`src/rtl/imem_loader.sv`:
```
// Boot-time program loader: receives a length-prefixed byte stream and writes
// little-endian 32-bit words into the instruction memory write port.
module imem_loader #(
  parameter int                   addrWidth  = 32,
  parameter int                   instrWidth = 32,
  parameter int                   depth      = 131072,
  parameter logic [addrWidth-1:0] baseAddr   = '0
) (
  input  logic                  clock,
  input  logic                  reset,
  input  logic                  start,
  input  logic [7:0]            in_data,
  input  logic                  in_valid,
  output logic                  in_ready,
  output logic                  mem_wen,
  output logic [addrWidth-1:0]  mem_addr,
  output logic [instrWidth-1:0] mem_wdata,
  output logic                  busy,
  output logic                  done,
  output logic                  error
);

  typedef enum logic [2:0] {IDLE, HDR, DATA, DONE, ERROR} state_t;

  localparam logic [31:0] maxWords = 32'(depth / 4);

  state_t         state, next_state;
  logic [1:0]     byte_cnt;
  logic [31:0]    len;
  logic [31:0]    word_idx;
  logic [23:0]    word_buf;
  logic           accept;
  logic           launch;
  logic           word_last;
  logic [31:0]    hdr_full;
  logic [addrWidth-1:0] word_off;

  assign accept    = in_valid && (state == HDR || state == DATA);
  assign launch    = start && (state == IDLE || state == DONE || state == ERROR);
  assign hdr_full  = {in_data, len[31:8]};
  assign word_last = (byte_cnt == 2'd3) && (word_idx == len - 32'd1);
  assign word_off  = addrWidth'({word_idx, 2'b00});

  always_ff @(posedge clock) begin
    if (reset) state <= IDLE;
    else       state <= next_state;
  end

  always_comb begin
    next_state = state;
    in_ready   = 1'b0;
    busy       = 1'b0;
    done       = 1'b0;
    error      = 1'b0;
    case (state)
      IDLE: begin
        if (start) next_state = HDR;
      end
      HDR: begin
        in_ready = 1'b1;
        busy     = 1'b1;
        if (accept && byte_cnt == 2'd3) begin
          if (hdr_full == 32'd0)          next_state = DONE;
          else if (hdr_full > maxWords)   next_state = ERROR;
          else                            next_state = DATA;
        end
      end
      DATA: begin
        in_ready = 1'b1;
        busy     = 1'b1;
        if (accept && word_last) next_state = DONE;
      end
      DONE: begin
        done = 1'b1;
        if (start) next_state = HDR;
      end
      ERROR: begin
        error = 1'b1;
        if (start) next_state = HDR;
      end
      default: next_state = IDLE;
    endcase
  end

  // Byte counter wraps every 4 accepted bytes, so it tracks both header and word position.
  always_ff @(posedge clock) begin
    if (reset) begin
      byte_cnt  <= 2'd0;
      len       <= 32'd0;
      word_idx  <= 32'd0;
      word_buf  <= 24'd0;
      mem_wen   <= 1'b0;
      mem_addr  <= baseAddr;
      mem_wdata <= '0;
    end else begin
      mem_wen <= 1'b0;
      if (launch) begin
        byte_cnt <= 2'd0;
        len      <= 32'd0;
        word_idx <= 32'd0;
        word_buf <= 24'd0;
      end else if (accept) begin
        byte_cnt <= byte_cnt + 2'd1;
        if (state == HDR) begin
          len <= hdr_full;
        end else begin
          case (byte_cnt)
            2'd0: word_buf[7:0]   <= in_data;
            2'd1: word_buf[15:8]  <= in_data;
            2'd2: word_buf[23:16] <= in_data;
            default: begin
              mem_wen   <= 1'b1;
              mem_addr  <= baseAddr + word_off;
              mem_wdata <= {in_data, word_buf};
              word_idx  <= word_idx + 32'd1;
            end
          endcase
        end
      end
    end
  end

endmodule

```
`config.mk`:
```
export PLATFORM = sky130hd
export DESIGN_NAME = imem_loader
export DESIGN_NICKNAME = d
export VERILOG_FILES = /design/src/rtl/imem_loader.sv
export SDC_FILE = /design/constraint.sdc
export NUM_CORES = 1
export LEC_CHECK = 0
export BUFFER_PORTS_ARGS = -buffer_cell sky130_fd_sc_hd__buf_2
export CAP_MARGIN = 5
export CORE_ASPECT_RATIO = 0.75
export CORE_MARGIN = 2
export CORE_UTILIZATION = 35
export DETAILED_ROUTE_END_ITERATION = 8
export PLACE_DENSITY = 0.61
export RECOVER_POWER = 100
export SLEW_MARGIN = 20
export SYNTH_ARGS = -nofsm -noshare
export SYNTH_HDL_FRONTEND = slang
export SYNTH_SLANG_ARGS = --single-unit
```
`constraint.sdc`:
```
create_clock -name clock -period 3.8 [get_ports clock]
set_input_delay 0.19 -clock clock [delete_from_list [all_inputs] [get_ports clock]]
set_output_delay 0.19 -clock clock [all_outputs]
set_load 0.03 [all_outputs]
```
After elaboration in Yosys (flattened, before gate mapping)
Cells that the tools add are included.
{"block": "totals", "word_cells": 62, "ff_bits": 156, "out_inout_bits": 69, "inputBits": 12}
{"block": "op_classes", "n_eq_ne": 11, "magnitude_cmp": 1, "bitwise": 4, "mux": 10, "addsub": 3, "n_reduce_logical": 23}
{"cell": "32-bit by 1-bit adder with 32-bit output (second input constant)", "count": 1}
{"cell": "32-bit equality test", "count": 1}
{"cell": "32-bit by 16-bit greater-than comparator with 1-bit output (second input constant)", "count": 1}
{"cell": "32-bit logical NOT", "count": 1}
{"cell": "32-bit by 1-bit subtractor with 32-bit output (second input constant)", "count": 1}
{"cell": "3-bit 2-to-1 mux", "count": 5}
{"cell": "3-bit AND reduction", "count": 5}
{"cell": "3-bit case mux with 3 select lines", "count": 1}
{"cell": "3-bit by 2-bit equality test with 1-bit output (second input constant)", "count": 2}
{"cell": "2-bit by 1-bit inequality test with 1-bit output (second input constant)", "count": 3}
{"cell": "3-bit OR reduction", "count": 2}
{"cell": "1-bit logical AND", "count": 5}
{"cell": "2-bit equality test (second input constant)", "count": 2}
{"cell": "1-bit 2-to-1 mux", "count": 4}
{"cell": "1-bit inverter", "count": 4}
{"cell": "4-bit AND reduction", "count": 1}
{"cell": "2-bit OR reduction", "count": 2}
{"cell": "4-bit OR reduction", "count": 1}
{"cell": "3-bit by 1-bit equality test with 1-bit output (second input constant)", "count": 1}
{"cell": "3-bit equality test (second input constant)", "count": 1}
{"cell": "3-bit logical NOT", "count": 1}
{"cell": "1-bit logical OR", "count": 3}
{"cell": "2-bit by 1-bit adder with 2-bit output (second input constant)", "count": 1}
{"cell": "2-bit by 1-bit equality test with 1-bit output (second input constant)", "count": 1}
{"cell": "other kinds (2)", "count": 2}

Logic depth before layout (Yosys ltp)
Gate-level depths: netlist of run 1.
{"block": "depth", "ltp_word": 6, "depth_mapped": 10, "ltp_nobuf": 10}

Least setup slack after synthesis of run 1
Ideal clock, no wire load.
{"block": "synth_path", "path_type": "register to register", "from": "register len[19]", "to": "register state[0]", "setup_time_ps": 88, "arrival_ps": 2670, "slack_ps": 1042, "required_time_ps": 3712, "stages_incl_launch_ff": 10, "period_less_slack_ps": 2758, "cell_sequence": "dfxtp_1 buf_6 or4_4 or3_1 or3_1 a2111oi_2 a21oi_1 nand4b_1 o31a_1 o32ai_2"}
{"block": "synth_between", "elab_chain_cells": 6, "elab_cells_between_ends": 10}
{"element": "from (decl)", "line_no": "29", "source": "logic [31:0] len;"}
{"element": "from (signal assigned)", "line_no": "105", "source": "len <= hdr_full;"}
{"element": "32-bit by 1-bit subtractor with 32-bit output", "line_no": "41", "source": "assign word_last = (byte_cnt == 2'd3) && (word_idx == len - 32'd1);"}
{"element": "32-bit equality test", "line_no": "41"}
{"element": "1-bit logical AND", "line_no": "41"}
{"element": "1-bit logical AND", "line_no": "71", "source": "if (accept && word_last) next_state = DONE;"}
{"element": "2-bit by 1-bit inequality test with 1-bit output (no line)"}
{"element": "3-bit AND reduction (no line)"}
{"element": "to (signal assigned)", "line_no": "46", "source": "else state <= next_state;"}
{"element": "to (decl)", "line_no": "27", "source": "state_t state, next_state;"}
Parallel ways exist; a longest one is shown, timed or not. The select of a mux whose other input is x is not followed.
A chain may end at the register's enable or synchronous reset.

Worst setup path after layout of run 1
{"block": "layout_path", "from": "register len[6]", "to": "register state[0]"}
{"block": "layout_between", "elab_chain_cells": 6}
{"element": "32-bit by 1-bit subtractor with 32-bit output", "line_no": "41"}
{"element": "32-bit equality test", "line_no": "41"}
{"element": "1-bit logical AND", "line_no": "41"}
{"element": "1-bit logical AND", "line_no": "71"}
{"element": "2-bit by 1-bit inequality test with 1-bit output (no line)"}
{"element": "3-bit AND reduction (no line)"}
Every way passes these cells.

==> run summary, run 1 <==
PLACE
---------------------------------------------------------------------------------
Routability congestion estimate                                            0.9381
Estimated wirelength of the detail-placed design                         12970 µm
Instance area at placement                                           0.007659 mm²
Number of buffer cells added on primary ports                                  78

DRT
---------------------------------------------------------------------------------
Post-route antenna net violation count                                          0
Routed via count                                                             6274
DRT iter0 DRCs                                                                426
Drt drc                                                                         0
Via density                                                                 5.101
Wirelength, routed                                                       18940 µm
Detail-routed net length per standard cell                               15.40 µm
Router iterations before antenna repair                                         5

FLOW RUN
---------------------------------------------------------------------------------
Number of max-cap violations                                                    1

PWR
---------------------------------------------------------------------------------
Post-layout power                                                        3.788 mW
Max IR drop VDD                                                       0.0002560 V
Share of total power in sequential cells                                    44.9%
Power Internal                                                           2.658 mW
Switching Share                                                            29.83%
LEAKAGE                                                                  2.654 nW
Combinational share of power                                                12.2%
Switch Pwr                                                               1.130 mW
Clock power frac                                                            42.8%
Pwr Density                                                          468.2 mW/mm²

FINISH
---------------------------------------------------------------------------------
Number of fill cells in the layout                                           2148
Total non-filler cell area in the finished layout                    0.008090 mm²
Fin util                                                                   40.25%
Number of nets in the layout                                                  978
Area growth from synthesis to final layout                                 13.80%
Diodes inserted                                                                 0
Fraction of layout cells with a size suffix above 1                        6.379%

WORST SETUP PATH
---------------------------------------------------------------------------------
Maximum net fanout on the critical path                                        12
Termination of the worst setup path                                      state[0]
Endpoint type of the worst setup path                                   flip-flop
Flop2flop setup slack                                                      690 ps
Arrival time of the worst setup path                                      3440 ps
Data required time of the critical path                                   4130 ps
R2R Path End                                                             state[0]
Reg2Reg Depth                                                                   8
Beginning of the worst register-to-register path                           len[6]
Setup crit start                                                           len[6]
CP Class                                                             flip-flop to flip-flop
CP startpoint kind                                                      flip-flop

TIMING
---------------------------------------------------------------------------------
Maximum clock frequency                                                 321.9 MHz
Worst Tran Pin Value                                                      1903 ps
Number of setup violations in the final report                                  0
Final worst path period share                                              81.75%
Final-report max-slew violation count                                          91
Worst-case clock skew                                                    15.44 ps
Fin. Hold Viols                                                                 0
Setup TNS                                                                    0 ps
Unrepaired setup endpoints after global routing                             false
Slew Limit Headroom                                                       -26.87%
Tmin final                                                                3106 ps

CLOCK NETWORK
---------------------------------------------------------------------------------
Post-CTS Setup Repair Bufs                                                      0
Skew-Pair Late Insertion Delay                                             420 ps
Clock transition at the registers of the reported paths                     70 ps
Number of resized instances in the post-cts repair step                         0
Maximum count of clock buffers along a single path                              2
Number of clock sinks seen by CTS                                             156
Clock tree root driver cell                                          sky130_fd_sc_hd__clkbuf_16
Maximum level of the CTS H-tree                                                 4
Number of hold-repair buffers added at the cts stage                            0
CTS tree                                                                     done
Clock buffers created by TritonCTS                                             17

DIE
---------------------------------------------------------------------------------
Row Count                                                                      45
Top-level I/O count                                                            81
Core Area                                                             0.02010 mm²
Initial standard-cell utilization of the core                              35.37%
Die width                                                                168.6 µm
Die Y-Extent                                                             127.4 µm
Die Outline Area                                                      0.02148 mm²

GLOBAL ROUTING
---------------------------------------------------------------------------------
Wire length of the first global-routing pass                             30020 µm
Pin count of the biggest net entering global routing                           91
Vias in the first global route                                               5525
Global-route usage over all layers                                         17.54%
GRT overflow                                                                    0
Initial antenna violation count                                                 0

WORST HOLD PATH
---------------------------------------------------------------------------------
Class of the tightest hold or removal check                          primary input to flip-flop

LOGIC SYNTHESIS
---------------------------------------------------------------------------------
Primary FF master, synth                                             sky130_fd_sc_hd__dfxtp_1
Synth unique cells                                                             55
Share of the yosys chip area belonging to registers                        43.93%
Post-synthesis cell count                                                     917
Portion of synthesized cell area occupied by the leading cell type         43.93%
Synth top area cells                                                 sky130_fd_sc_hd__dfxtp_1, sky130_fd_sc_hd__nand2_1, sky130_fd_sc_hd__a21oi_1
Avg Cell Area, Syn                                                      7.753 µm²
Cell type with the highest aggregate area in the netlist             sky130_fd_sc_hd__dfxtp_1
Async set or reset register ratio after synthesis                              0%
Post-synthesis sequential element count                                       156
Synth warnings                                                                  0
Synthesized area                                                     0.007109 mm²
Post-synth EDFFs                                                                0

STATUS
---------------------------------------------------------------------------------
Result of the run                                                    finished with violations
Failing checks                                                       capacitance limit, slew limit

-- cell type report --
type                       instances  area [µm²]  share of cell area [%]
clock buffer                      19       442.9                   5.475
sequential                       156        3123                   38.60
clock inverter                    13       107.6                   1.330
inverter                           9       33.78                  0.4176
multi-input combinational        686        3685                   45.55
timing repair buffer              89       375.4                   4.640
tap                              258       322.8                   3.990
-- sequential cells by signal, summed over array words and instances (netlist names) --
signal,cells
word_buf,24
word_idx,32
len,32
mem_addr,30
mem_wdata,32
state,3
byte_cnt,2
mem_wen,1
-- logic make-up after synthesis --
kind of cell | count (synthesis) | synth area share [%]
AO/OA/AOI/OAI | 174 | 13.76
XOR/XNOR | 69 | 8.501
adder cells (fa/ha/maj) | 7 | 1.232
buffers and inverters | 76 | 4.294
flip-flops | 156 | 43.93
multiplexers | 7 | 1.003
other | 1 | 0.05275
AND/OR/NAND/NOR | 427 | 27.23
-- cell usage after synthesis (all sizes together) (3+ instances only) --
master	count
inv	9
nor4	18
a21oi	135
and3	11
xor2	26
nand2b	7
mux2i	6
o41ai	3
ha	7
nand3	43
o21ai	13
or4	6
clkbuf	60
nor2b	4
nor2	46
and2	7
nor3b	3
dfxtp	156
or3	14
xnor2	43
buf	7
nor3	7
nand4	7
nand2	246
-- critical path, stage by stage (launching register included) --
cell and delay (ps):
sky130_fd_sc_hd__dfxtp_1 430, sky130_fd_sc_hd__nor4_1 620, sky130_fd_sc_hd__nand4_1 390, sky130_fd_sc_hd__or4b_1 580, sky130_fd_sc_hd__a21boi_0 180, sky130_fd_sc_hd__o21a_1 160
sky130_fd_sc_hd__o2111ai_1 120, sky130_fd_sc_hd__o31a_1 300, sky130_fd_sc_hd__o32ai_2 240
-- placed cells by master (no fill, tap or decap), drive strengths merged, types with 14 or more instances in the layout --
cell,count
nand3,43
xnor2,43
dfxtp,156
xor2,26
a21oi,135
nand2,246
or3,14
nor2,46
nor4,18
inv,14
buf,18
clkbuf,90
-- metrics by stage --
| stage | setup WS (ps) | instances | hold WS (ps) |
|---|---|---|---|
| floorplan | 1042 | 918 | 326.0 |
| global placement | 950.2 | 1198 | 438.6 |
| detailed placement | 950.6 | 1198 | 444.6 |
| CTS | 924.9 | 1230 | 75.07 |
| global route | 490.2 | 1230 | 93.66 |
| finish | 693.6 | 1230 | 86.97 |
-- per-layer routing --
layer	vias to the layer above	part of all wire [%]	GRT usage, %
met5	-	0	0
met4	0	0.55	4.767
met3	11	6.3	3.965
met2	144	40	24.28
met1	2945	53	26.93
li1	3174	-	-
-- worst min-delay path by stage --
stage	from	end	slack, ps	cells past startpoint
after floorplan	in_data[7]	len[31]	330	2
after global routing	in_data[7]	mem_wdata[31]	90	3
after global placement	mem_addr[5]	mem_addr[5]	440	2
after detailed placement	mem_addr[20]	mem_addr[20]	440	2
after CTS	in_data[7]	mem_wdata[31]	80	3
final	in_data[7]	mem_wdata[31]	90	3
-- power groups by stage --
| stage | combinational (mW) | sequential [mW] | clock (mW) |
|---|---|---|---|
| floorplan | 0.372 | 1.71 | 0 |
| global placement | 0.467 | 1.74 | 0 |
| detailed placement | 0.469 | 1.74 | 0 |
| CTS | 0.470 | 1.70 | 1.65 |
| global route | 0.508 | 1.71 | 1.72 |
| finish | 0.464 | 1.70 | 1.62 |
Note: power is estimated with default switching activity, not from simulation.
==> inputs of run 2 (changes only) <==
--- a/config.mk
+++ b/config.mk
@@ -5,13 +5,14 @@
 export SDC_FILE = /design/constraint.sdc
 export NUM_CORES = 1
 export LEC_CHECK = 0
+export ABC_AREA = 1
 export BUFFER_PORTS_ARGS = -buffer_cell sky130_fd_sc_hd__buf_2
 export CAP_MARGIN = 5
 export CORE_ASPECT_RATIO = 0.75
 export CORE_MARGIN = 2
 export CORE_UTILIZATION = 35
 export DETAILED_ROUTE_END_ITERATION = 8
-export PLACE_DENSITY = 0.61
+export PLACE_DENSITY = 0.63
 export RECOVER_POWER = 100
 export SLEW_MARGIN = 20
 export SYNTH_ARGS = -nofsm -noshare
==> constraint.sdc (replaced) <==
create_clock -name clock -period 2.8 [get_ports clock]
set_input_delay 0.14 -clock clock [delete_from_list [all_inputs] [get_ports clock]]
set_output_delay 0.14 -clock clock [all_outputs]
set_load 0.03 [all_outputs]
==> run 2 against run 1 <==
The flow now finishes without violations; setup slack got worse by 390 ps; via count is 21% higher; non-clock buffer count is 2 higher; final cell count up 26%; synthesized cell count rose by 28%; register-to-register slack lost 390 ps; critical path depth rose by 5; core utilization grew 0.66 points; maximum frequency increased by 24%; critical endpoint is now word_idx[24]; design area increased by 11%.
==> run summary, run 2 <==
STATUS
---------------------------------------------------------------------------------
Result of the run                                                       completed

LOGIC SYNTHESIS
---------------------------------------------------------------------------------
Cell type with the highest aggregate area in the netlist             sky130_fd_sc_hd__dfxtp_1
Primary FF master, synth                                             sky130_fd_sc_hd__dfxtp_1
Avg Cell Area, Syn                                                      6.604 µm²
Post-synthesis sequential element count                                       156
Post-synth EDFFs                                                                0
Async set or reset register ratio after synthesis                              0%
Share of the yosys chip area belonging to registers                        40.21%
Synthesized area                                                     0.007766 mm²
Cell with the most instances after synthesis                         sky130_fd_sc_hd__nand2_1
Synth top area cells                                                 sky130_fd_sc_hd__dfxtp_1, sky130_fd_sc_hd__nand2_1, sky130_fd_sc_hd__a21oi_1
Portion of synthesized cell area occupied by the leading cell type         40.21%
Post-synthesis cell count                                                    1176
Synth warnings                                                                  0
Most frequent cells after synthesis                                  sky130_fd_sc_hd__nand2_1, sky130_fd_sc_hd__dfxtp_1, sky130_fd_sc_hd__inv_1
Synth unique cells                                                             38

TIMING
---------------------------------------------------------------------------------
Fin. Hold Viols                                                                 0
Worst Tran Pin Value                                                      1146 ps
Setup TNS                                                                    0 ps
Unrepaired setup endpoints after global routing                             false
Worst-case clock skew                                                    11.11 ps
Final-report max-slew violation count                                           0
Slew Limit Headroom                                                        23.63%
Tmin final                                                                2497 ps
Maximum clock frequency                                                 400.5 MHz
Number of setup violations in the final report                                  0
Final worst path period share                                              89.17%

WORST SETUP PATH
---------------------------------------------------------------------------------
CP startpoint kind                                                      flip-flop
CP Class                                                             flip-flop to flip-flop
Reg2Reg Depth                                                                  13
Cell family with the largest share of critical-path delay            simple AND/OR/NAND/NOR gates
R2R Path End                                                         word_idx[24]
Slowest library cell on the worst path                               sky130_fd_sc_hd__dfxtp_1
Critical path's largest stage delay                                        420 ps
Maximum net fanout on the critical path                                         5
Data required time of the critical path                                   3170 ps
Cells traversed along the worst timing path                          ha_1 -> inv_1 -> nor3_4 -> nand3_2 -> nor2_4 -> nand2_2 -> nor2_2 -> nand2_1 -> nor2_1 -> nand4_2 -> o21ai_1 -> nand2_1 -> nor2_1
Endpoint type of the worst setup path                                   flip-flop
Arrival time of the worst setup path                                      2860 ps
Beginning of the worst register-to-register path                      byte_cnt[0]
Flop2flop setup slack                                                      300 ps
WP buf/inv                                                                      1

GLOBAL ROUTING
---------------------------------------------------------------------------------
GRT overflow                                                                    0
Wire length of the first global-routing pass                             37070 µm
Pin count of the biggest net entering global routing                           97
Initial antenna violation count                                                 0
Vias in the first global route                                               6905
Global-route usage over all layers                                         20.25%

FINISH
---------------------------------------------------------------------------------
Number of fill cells in the layout                                           2357
Fraction of layout cells with a size suffix above 1                        6.395%
Number of nets in the layout                                                 1258
Diodes inserted                                                                 0
Most used cells in the layout excluding fill and tap cells           sky130_fd_sc_hd__nand2_1, sky130_fd_sc_hd__dfxtp_1, sky130_fd_sc_hd__inv_1
Area growth from synthesis to final layout                                 15.55%
Largest registers                                                    len x32, mem_wdata x32, word_idx x32
Most common library cell in the layout ignoring fill and taps        sky130_fd_sc_hd__nand2_1

DRT
---------------------------------------------------------------------------------
Drt drc                                                                         0
Routed via count                                                             7610
Wirelength, routed                                                       22880 µm
Post-route antenna net violation count                                          0
Detail-routed net length per standard cell                               14.81 µm
DRT iter0 DRCs                                                                771
Router iterations before antenna repair                                         5
Via density                                                                 4.926

CLOCK NETWORK
---------------------------------------------------------------------------------
Number of clock sinks seen by CTS                                             156
Clock tree root driver cell                                          sky130_fd_sc_hd__clkbuf_16
Clock buffers created by TritonCTS                                             17
CTS tree                                                                     done
Skew-Pair Late Insertion Delay                                             440 ps
Maximum count of clock buffers along a single path                              2
Clock transition at the registers of the reported paths                     70 ps
Post-CTS Setup Repair Bufs                                                      0
Maximum level of the CTS H-tree                                                 4

DIE
---------------------------------------------------------------------------------
Row Count                                                                      47
Die width                                                                176.0 µm
Core Area                                                             0.02193 mm²
Top-level I/O count                                                            81
Die Y-Extent                                                             133.0 µm
Initial standard-cell utilization of the core                              35.41%
Die Outline Area                                                      0.02341 mm²

WORST HOLD PATH
---------------------------------------------------------------------------------
Min-delay src                                                          in_data[1]
Class of the tightest hold or removal check                          primary input to flip-flop
Hold worst-path end                                                   word_buf[1]
Depth of the worst hold-timing path                                             3

PWR
---------------------------------------------------------------------------------
LEAKAGE                                                                  3.925 nW
Max IR drop VDD                                                       0.0004719 V
Pwr Density                                                          631.1 mW/mm²
Post-layout power                                                        5.664 mW

PLACE
---------------------------------------------------------------------------------
Estimated wirelength of the detail-placed design                         16960 µm
Routability congestion estimate                                            0.9128
Number of buffer cells added on primary ports                                  78

FLOW RUN
---------------------------------------------------------------------------------
Number of max-cap violations                                                    0

## run 2: how the worst max path moves through the flow
| stage | from | to | cells after the start |
|---|---|---|---|
| after floorplan | byte_cnt[0] | word_idx[18] | 11 |
| after global placement | len[0] | state[2] | 17 |
| after detailed placement | len[0] | state[2] | 17 |
| after CTS | len[0] | state[2] | 17 |
| after global routing | len[0] | state[0] | 16 |
| final | byte_cnt[0] | word_idx[24] | 13 |
## run 2: final cells by class
type | count | area (µm²) | share of cell area (%)
repair buffers | 91 | 396.6 | 4.420
multi-input cells | 838 | 3928 | 43.77
clock inverters | 13 | 212.7 | 2.370
flip-flops and latches | 156 | 3123 | 34.80
clock buffers | 18 | 439.2 | 4.894
inverters | 135 | 506.7 | 5.647
well taps | 294 | 367.9 | 4.099
## run 2: what timing repair did
item,4_1_cts,5_1_grt
setup endpoints to repair,0,2
gates resized for setup,0,1
hold buffers,0,0
hold endpoints to repair,0,0
## run 2: cell families after synthesis
group	after synthesis	share of synthesized area (%)
mux	1	0.1450
buf+inv	183	9.038
xor+xnor	28	3.335
fa+ha+maj	7	1.128
simple gates	606	33.45
compound gates	194	12.65
other cells	1	0.04829
flops	156	40.21
## run 2: where the power goes
part	internal, mW	switching (mW)	total (mW)
registers	2.26	0.0445	2.30
logic	0.184	0.582	0.766
clock network	1.61	0.986	2.60
total	4.05	1.61	5.66
## run 2: stage by stage
step / setup WS [ps] / instance area, µm² / hold slack [ps] / util [%] / std cells
after floorplan: 776.1 / 7770 / 284.7 / - / 1177
after global placement: 395.7 / 8442 / 449.2 / 38.49 / 1514
after detailed placement: 369.4 / 8442 / 452.7 / 38.49 / 1514
after CTS: 349.6 / 9094 / 10.57 / 41.46 / 1545
after global routing: 31.18 / 8974 / 25.23 / 40.91 / 1545
final: 303.2 / 8974 / 16.80 / 40.91 / 1545
## run 2: worst min-delay path, delay by kind of cell
kind | cells | cell delay (ps)
AOI/OAI and AO/OA | 1 | 60
buffers and inverters | 1 | 130
and+or+nand+nor | 1 | 80
## run 2: per-layer routing
layer | vias to the layer above | global-route usage, % | part of all wire, %
met1 | 3470 | 29.59 | 50
met2 | 243 | 28.96 | 41
met5 | - | 0 | 0
met4 | 0 | 5.739 | 1.4
met3 | 33 | 5.546 | 7.3
li1 | 3864 | - | -
